<file path="src/rtl/dac_spi_frame_driver_if.sv">
// Sample handshake between the reservoir node datapath
// and the DAC SPI frame driver.
interface dac_spi_frame_driver_if #(
  parameter int DATA_WIDTH = 12
);
  logic [DATA_WIDTH-1:0] din;
  logic                  din_valid;
  logic                  din_ready;
  logic                  busy;
  logic                  done;

  modport master (
    output din,
    output din_valid,
    input  din_ready,
    input  busy,
    input  done
  );

  modport slave (
    input  din,
    input  din_valid,
    output din_ready,
    output busy,
    output done
  );
endinterface

</file>
<file path="src/rtl/dac_spi_frame_driver.sv">
// Serialises samples into {config,data} SPI frames, MSB first,
// then strobes LDAC_N and pulses done.
module dac_spi_frame_driver #(
  parameter int         DATA_WIDTH        = 12,
  parameter logic [3:0] CONFIG_BITS       = 4'b0011,
  parameter int         CLK_DIV           = 4,
  parameter int         LDAC_PULSE_CYCLES = 2
) (
  input  logic clk,
  input  logic rst,
  dac_spi_frame_driver_if.slave up,
  output logic DAC_CS_N,
  output logic DAC_SCLK,
  output logic DAC_DIN,
  output logic DAC_LDAC_N
);
  localparam int FW = DATA_WIDTH + 4;
  localparam int DW = $clog2(CLK_DIV + 1);
  localparam int LW = $clog2(LDAC_PULSE_CYCLES + 1);
  localparam int BW = $clog2(FW);
  localparam logic [DW-1:0] DIV_LOAD  = DW'(CLK_DIV - 1);
  localparam logic [LW-1:0] LDAC_LOAD = LW'(LDAC_PULSE_CYCLES - 1);
  localparam logic [BW-1:0] BIT_LOAD  = BW'(FW - 1);

  typedef enum logic [1:0] {
    IDLE,
    SETUP,
    SHIFT,
    LDAC
  } state_t;

  state_t          state, state_n;
  logic [DW-1:0]   div_cnt, div_cnt_n;
  logic [LW-1:0]   ldac_cnt, ldac_cnt_n;
  logic [BW-1:0]   bit_cnt, bit_cnt_n;
  // Bits still to be sent; the MSB goes straight to DIN at accept.
  logic [FW-2:0]   rest, rest_n;
  logic            cs_n, cs_n_n;
  logic            sclk, sclk_n;
  logic            dout, dout_n;
  logic            ldac_n, ldac_n_n;
  logic            done_q, done_n;
  logic            ready_q, ready_n;
  logic            busy_q;

  // Next-state and next-output decode; every pin is registered below.
  always_comb begin
    state_n    = state;
    div_cnt_n  = div_cnt;
    ldac_cnt_n = ldac_cnt;
    bit_cnt_n  = bit_cnt;
    rest_n     = rest;
    cs_n_n     = cs_n;
    sclk_n     = sclk;
    dout_n     = dout;
    ldac_n_n   = ldac_n;
    ready_n    = ready_q;
    done_n     = 1'b0;
    unique case (state)
      IDLE: begin
        if (up.din_valid && ready_q) begin
          state_n   = SETUP;
          div_cnt_n = DIV_LOAD;
          bit_cnt_n = BIT_LOAD;
          rest_n    = {CONFIG_BITS[2:0], up.din};
          dout_n    = CONFIG_BITS[3];
          cs_n_n    = 1'b0;
          sclk_n    = 1'b0;
          ready_n   = 1'b0;
        end
      end
      SETUP: begin
        if (div_cnt == '0) begin
          state_n   = SHIFT;
          sclk_n    = 1'b1;
          div_cnt_n = DIV_LOAD;
        end else begin
          div_cnt_n = div_cnt - 1'b1;
        end
      end
      SHIFT: begin
        if (div_cnt != '0) begin
          div_cnt_n = div_cnt - 1'b1;
        end else if (sclk) begin
          sclk_n    = 1'b0;
          div_cnt_n = DIV_LOAD;
          if (bit_cnt != '0) begin
            dout_n = rest[FW-2];
            rest_n = {rest[FW-3:0], 1'b0};
          end
        end else if (bit_cnt == '0) begin
          state_n    = LDAC;
          cs_n_n     = 1'b1;
          dout_n     = 1'b0;
          ldac_n_n   = 1'b0;
          ldac_cnt_n = LDAC_LOAD;
        end else begin
          bit_cnt_n = bit_cnt - 1'b1;
          sclk_n    = 1'b1;
          div_cnt_n = DIV_LOAD;
        end
      end
      LDAC: begin
        if (ldac_cnt == '0) begin
          state_n  = IDLE;
          ldac_n_n = 1'b1;
          done_n   = 1'b1;
          ready_n  = 1'b1;
        end else begin
          ldac_cnt_n = ldac_cnt - 1'b1;
        end
      end
      default: begin
        state_n = IDLE;
      end
    endcase
  end

  // State, counters and output flops.
  always_ff @(posedge clk or posedge rst) begin
    if (rst) begin
      state    <= IDLE;
      div_cnt  <= '0;
      ldac_cnt <= '0;
      bit_cnt  <= '0;
      rest     <= '0;
      cs_n     <= 1'b1;
      sclk     <= 1'b0;
      dout     <= 1'b0;
      ldac_n   <= 1'b1;
      done_q   <= 1'b0;
      ready_q  <= 1'b1;
      busy_q   <= 1'b0;
    end else begin
      state    <= state_n;
      div_cnt  <= div_cnt_n;
      ldac_cnt <= ldac_cnt_n;
      bit_cnt  <= bit_cnt_n;
      rest     <= rest_n;
      cs_n     <= cs_n_n;
      sclk     <= sclk_n;
      dout     <= dout_n;
      ldac_n   <= ldac_n_n;
      done_q   <= done_n;
      ready_q  <= ready_n;
      busy_q   <= ~ready_n;
    end
  end

  assign up.din_ready = ready_q;
  assign up.busy      = busy_q;
  assign up.done      = done_q;
  assign DAC_CS_N     = cs_n;
  assign DAC_SCLK     = sclk;
  assign DAC_DIN      = dout;
  assign DAC_LDAC_N   = ldac_n;
endmodule

</file>
<file path="src/flat_wrapper.sv">
// flat-port wrapper written by rule: the top's interface ports become plain ports
module dac_spi_frame_driver_flat 
#(
  parameter int         DATA_WIDTH        = 12,
  parameter logic [3:0] CONFIG_BITS       = 4'b0011,
  parameter int         CLK_DIV           = 4,
  parameter int         LDAC_PULSE_CYCLES = 2
)
  (clk, rst, DAC_CS_N, DAC_SCLK, DAC_DIN, DAC_LDAC_N, up_din, up_din_valid, up_din_ready, up_busy, up_done);
  dac_spi_frame_driver_if #(.DATA_WIDTH(DATA_WIDTH)) up_i ();
  input  logic clk;
  input  logic rst;
  output logic DAC_CS_N;
  output logic DAC_SCLK;
  output logic DAC_DIN;
  output logic DAC_LDAC_N;
  input wire logic [$bits(up_i.din)-1:0] up_din;
  input wire logic [$bits(up_i.din_valid)-1:0] up_din_valid;
  output wire logic [$bits(up_i.din_ready)-1:0] up_din_ready;
  output wire logic [$bits(up_i.busy)-1:0] up_busy;
  output wire logic [$bits(up_i.done)-1:0] up_done;
  assign up_i.din = up_din;
  assign up_i.din_valid = up_din_valid;
  assign up_din_ready = up_i.din_ready;
  assign up_busy = up_i.busy;
  assign up_done = up_i.done;
  dac_spi_frame_driver #(.DATA_WIDTH(DATA_WIDTH), .CONFIG_BITS(CONFIG_BITS), .CLK_DIV(CLK_DIV), .LDAC_PULSE_CYCLES(LDAC_PULSE_CYCLES)) u_core (.clk(clk), .rst(rst), .up(up_i), .DAC_CS_N(DAC_CS_N), .DAC_SCLK(DAC_SCLK), .DAC_DIN(DAC_DIN), .DAC_LDAC_N(DAC_LDAC_N));
endmodule
</file>
<file path="config.mk">
export PLATFORM = sky130hd
export DESIGN_NAME = dac_spi_frame_driver_flat
export DESIGN_NICKNAME = d
export VERILOG_FILES = /design/src/rtl/dac_spi_frame_driver_if.sv /design/src/rtl/dac_spi_frame_driver.sv /design/src/flat_wrapper.sv
export SDC_FILE = /design/constraint.sdc
export NUM_CORES = 1
export LEC_CHECK = 0
export CAP_MARGIN = 20
export CELL_PAD_IN_SITES_DETAIL_PLACEMENT = 1
export CELL_PAD_IN_SITES_GLOBAL_PLACEMENT = 2
export CORE_MARGIN = 2
export CORE_UTILIZATION = 40
export CTS_BUF_LIST = sky130_fd_sc_hd__clkbuf_8
export CTS_CLUSTER_DIAMETER = 100
export DETAILED_ROUTE_END_ITERATION = 8
export GPL_TIMING_DRIVEN = 0
export PLACE_DENSITY_LB_ADDON = 0.1
export SETUP_SLACK_MARGIN = 0.5
export SYNTH_ARGS = -nofsm -noshare
export SYNTH_HDL_FRONTEND = slang
export SYNTH_SLANG_ARGS = --single-unit
</file>
<file path="constraint.sdc">
create_clock -name clk -period 4.8 [get_ports clk]
set_input_delay 0.96 -clock clk [delete_from_list [all_inputs] [get_ports clk]]
set_output_delay 0.96 -clock clk [all_outputs]
set_load 0.01 [all_outputs]
</file>
==> out/qor.yml <==
global_routing:
  grt_first_pass_wirelength_um: 7020
  grt_start_max_net_pins: 20
  grt_usage_pct: 17.4
  antenna_found_initial: 0
  grt_pass1_vias: 1437
  overflow: 0
die:
  fp.dieH_um: 73
  initial_core_util_pct: 40.9
  dieArea_um2: 5330
  ios: 22
  die_x_um: 73
  rows: 25
  core-area_um2: 4660
worst_hold_path:
  hold_class: "register to register"
  min_to: "u_core.ldac_cnt[0]"
  holdPathStages: 1
  min_from: "u_core.ldac_cnt[0]"
power_and_ir_drop:
  clkPwrFrac_pct: 18.8
  power_density_nw_per_um2: 709
  power_frac_seq_pct: 29.0
  p_int_mw: 1.05
  leakagePower_nw: 1.05
  switching_share_pct: 36.6
  ir_drop_mv: 0.244
  p_switching_mw: 0.608
  comb_power_share_pct: 52.2
synthesis:
  netlist-cell-type-count: 44
  synth.area.top_cells: "dfrtp_1, mux2_2, ha_1"
  ys_warn_count: 0
  yosysTopAreaCell: "dfrtp_1"
  synth_common_cells: "dfrtp_1, mux2_2, inv_1"
  synth_edf_count: 0
  synth_seq_area_share_pct: 43.6
  synth_top_area_share_pct: 39.4
  syn_area_um2: 1900
  synth_top_flop_cell: "dfrtp_1"
  synth_area_per_cell_um2: 11.5
  async_reset_ff_share_pct: 100
  syn_inst: 166
  ys_ff_latch: 33
  syn_nets: 191
  yosysMostFrequentCell: "dfrtp_1"
worst_setup_path:
  critical_path.endpoint_type: "register"
  crit_chain: "clkdlybuf4s50_1 > a21boi_2 > a211oi_4 > nand3_4 > buf_6 > mux2_4"
  cp.required_ns: 4.97
  start_kind: "primary input"
  cp_top_family: "buffers and inverters"
  arrival_ns: 2.75
  r2r-start: "u_core.state[0]"
  max_stage_delay_ns: 0.50
  crit_type: "primary input to register"
  path_buf_inv: 2
  startpoint: "up_din_valid"
  crit_slowest_cell: "clkdlybuf4s50_1"
  r2r_cells: 7
  r2r_end: "u_core.rest[10]"
  cp_max_fo: 10
  r2r_slack_ns: 2.55
  path_depth: 6
place:
  gp_congestion: 0.787
  dp_hpwl_um: 3110
  numPortBuffers: 21
detailed_routing:
  drt_wl_total_um: 4070
  routedWlPerCell_um: 16.3
  ant_nets: 0
  drt_iter0_drc: 61
  via_per_inst: 5.40
  num_vias: 1350
  drc: 0
  first_pass_iters: 4
sta:
  holdWs_ns: 0.491
  period_share_pct: 53.7
  worst_pin_slew_ns: 0.673
  fin_crit_ns: 2.58
  rsz0062_at_grt: "no"
  finalSetupViolCount: 0
  finalMaxSlewViolations: 0
  hold_viol: 0
  skew_ns: 0.00873
  slew_headroom_pct: 54.8
  timing.fmax_mhz: 388
  final.setup.tns_ns: 0
layout:
  drive_above_1_share_pct: 24.0
  diodes: 0
  nNetsFinal: 220
  area_growth_syn_to_layout_pct: 23.1
  fill_cells: 507
cts:
  tritoncts: "done"
  clkTransAtPathRegs_ns: 0.07
  htreeDepth: 2
  root_buffer: "clkbuf_8"
  numCtsBuffers: 5
  cts_setup_buffers: 0
  cts_num_sinks: 33
  ctsLongestPathBuffers: 2
  ctsHoldBuffers: 0
  insertion_delay_ns: 0.29
  post_cts_resized: 0
flow_run:
  cap_violations: 0
status:
  status: "finished clean"
## sequential cells by signal (all words and copies together), names as in the netlist, named ones only
name               count
u_core.rest           15
u_core.up.busy         1
u_core.DAC_DIN         1
u_core.DAC_CS_N        1
u_core.bit_cnt         4
u_core.up.done         1
u_core.ldac_cnt        2
u_core.div_cnt         3
u_core.DAC_SCLK        1
u_core.state           2
u_core.DAC_LDAC_N      1
## cell families (layout without fill, tap and decap cells)
| group | after synthesis | in the layout | share of synthesized area (%) |
|---|---|---|---|
| fa+ha+maj | 10 | 10 | 6.57 |
| mux | 30 | 30 | 19.1 |
| flops | 33 | 33 | 43.6 |
| simple gates | 39 | 39 | 13.5 |
| compound gates | 32 | 32 | 12.4 |
| buf+inv | 22 | 52 | 4.93 |
## per-layer routing
metal  vias up  global-route usage [%]  routed length, µm
met2        18                    28.5               2090
met1       679                    21.7               1790
met5         -                       0                  0
met4         0                    8.02                 74
met3         5                    4.01                112
li1        648                       -                  -
## layout by cell type, fill, tap and decap left out, types with 5 or more instances in the layout
master and instances:
dfrtp_1 30, clkdlybuf4s50_1 21, mux2_2 17, inv_1 16, ha_1 10, a21oi_1 9, mux2_4 8, nand2_1 8
o21ai_0 7, nor2_1 5, clkbuf_8 5
## stage by stage
step                instance area [µm²]  power (mW)  setup WS (ns)  utilization, %  instances
floorplan                          1900        1.15           2.63               -        166
global placement                   2180        1.32           1.92            46.8        241
detailed placement                 2210        1.37           1.90            47.4        242
CTS                                2340        1.69           2.21            50.3        250
global route                       2340        1.79           2.11            50.3        250
finish                             2340        1.66           2.22            50.3        250
## power by group through the flow
stage | logic, mW | registers [mW] | clock network, mW
3_5_place_dp | 0.881 | 0.486 | 0
3_3_place_gp | 0.845 | 0.476 | 0
4_1_cts | 0.887 | 0.481 | 0.323
6_report | 0.867 | 0.481 | 0.313
5_1_grt | 0.960 | 0.501 | 0.332
2_1_floorplan | 0.679 | 0.470 | 0
## how the worst max path moves through the flow
stage,slack [ns],endpoint
global placement,1.92,u_core.rest[12]
floorplan,2.63,u_core.rest[10]
finish,2.22,u_core.rest[10]
detailed placement,1.90,u_core.rest[3]
global route,2.11,u_core.rest[10]
CTS,2.21,u_core.rest[10]
## layout make-up
type	instances	area (µm²)	area share, %
multi-input combinational	111	981	41.9
sequential	33	830	35.4
timing repair buffer	22	238	10.1
clock buffer	5	68.8	2.94
tap	54	67.6	2.88
clock inverter	3	65.1	2.78
inverter	16	60.1	2.56
buffer	6	33.8	1.44
(Power assumes the default switching activity.)
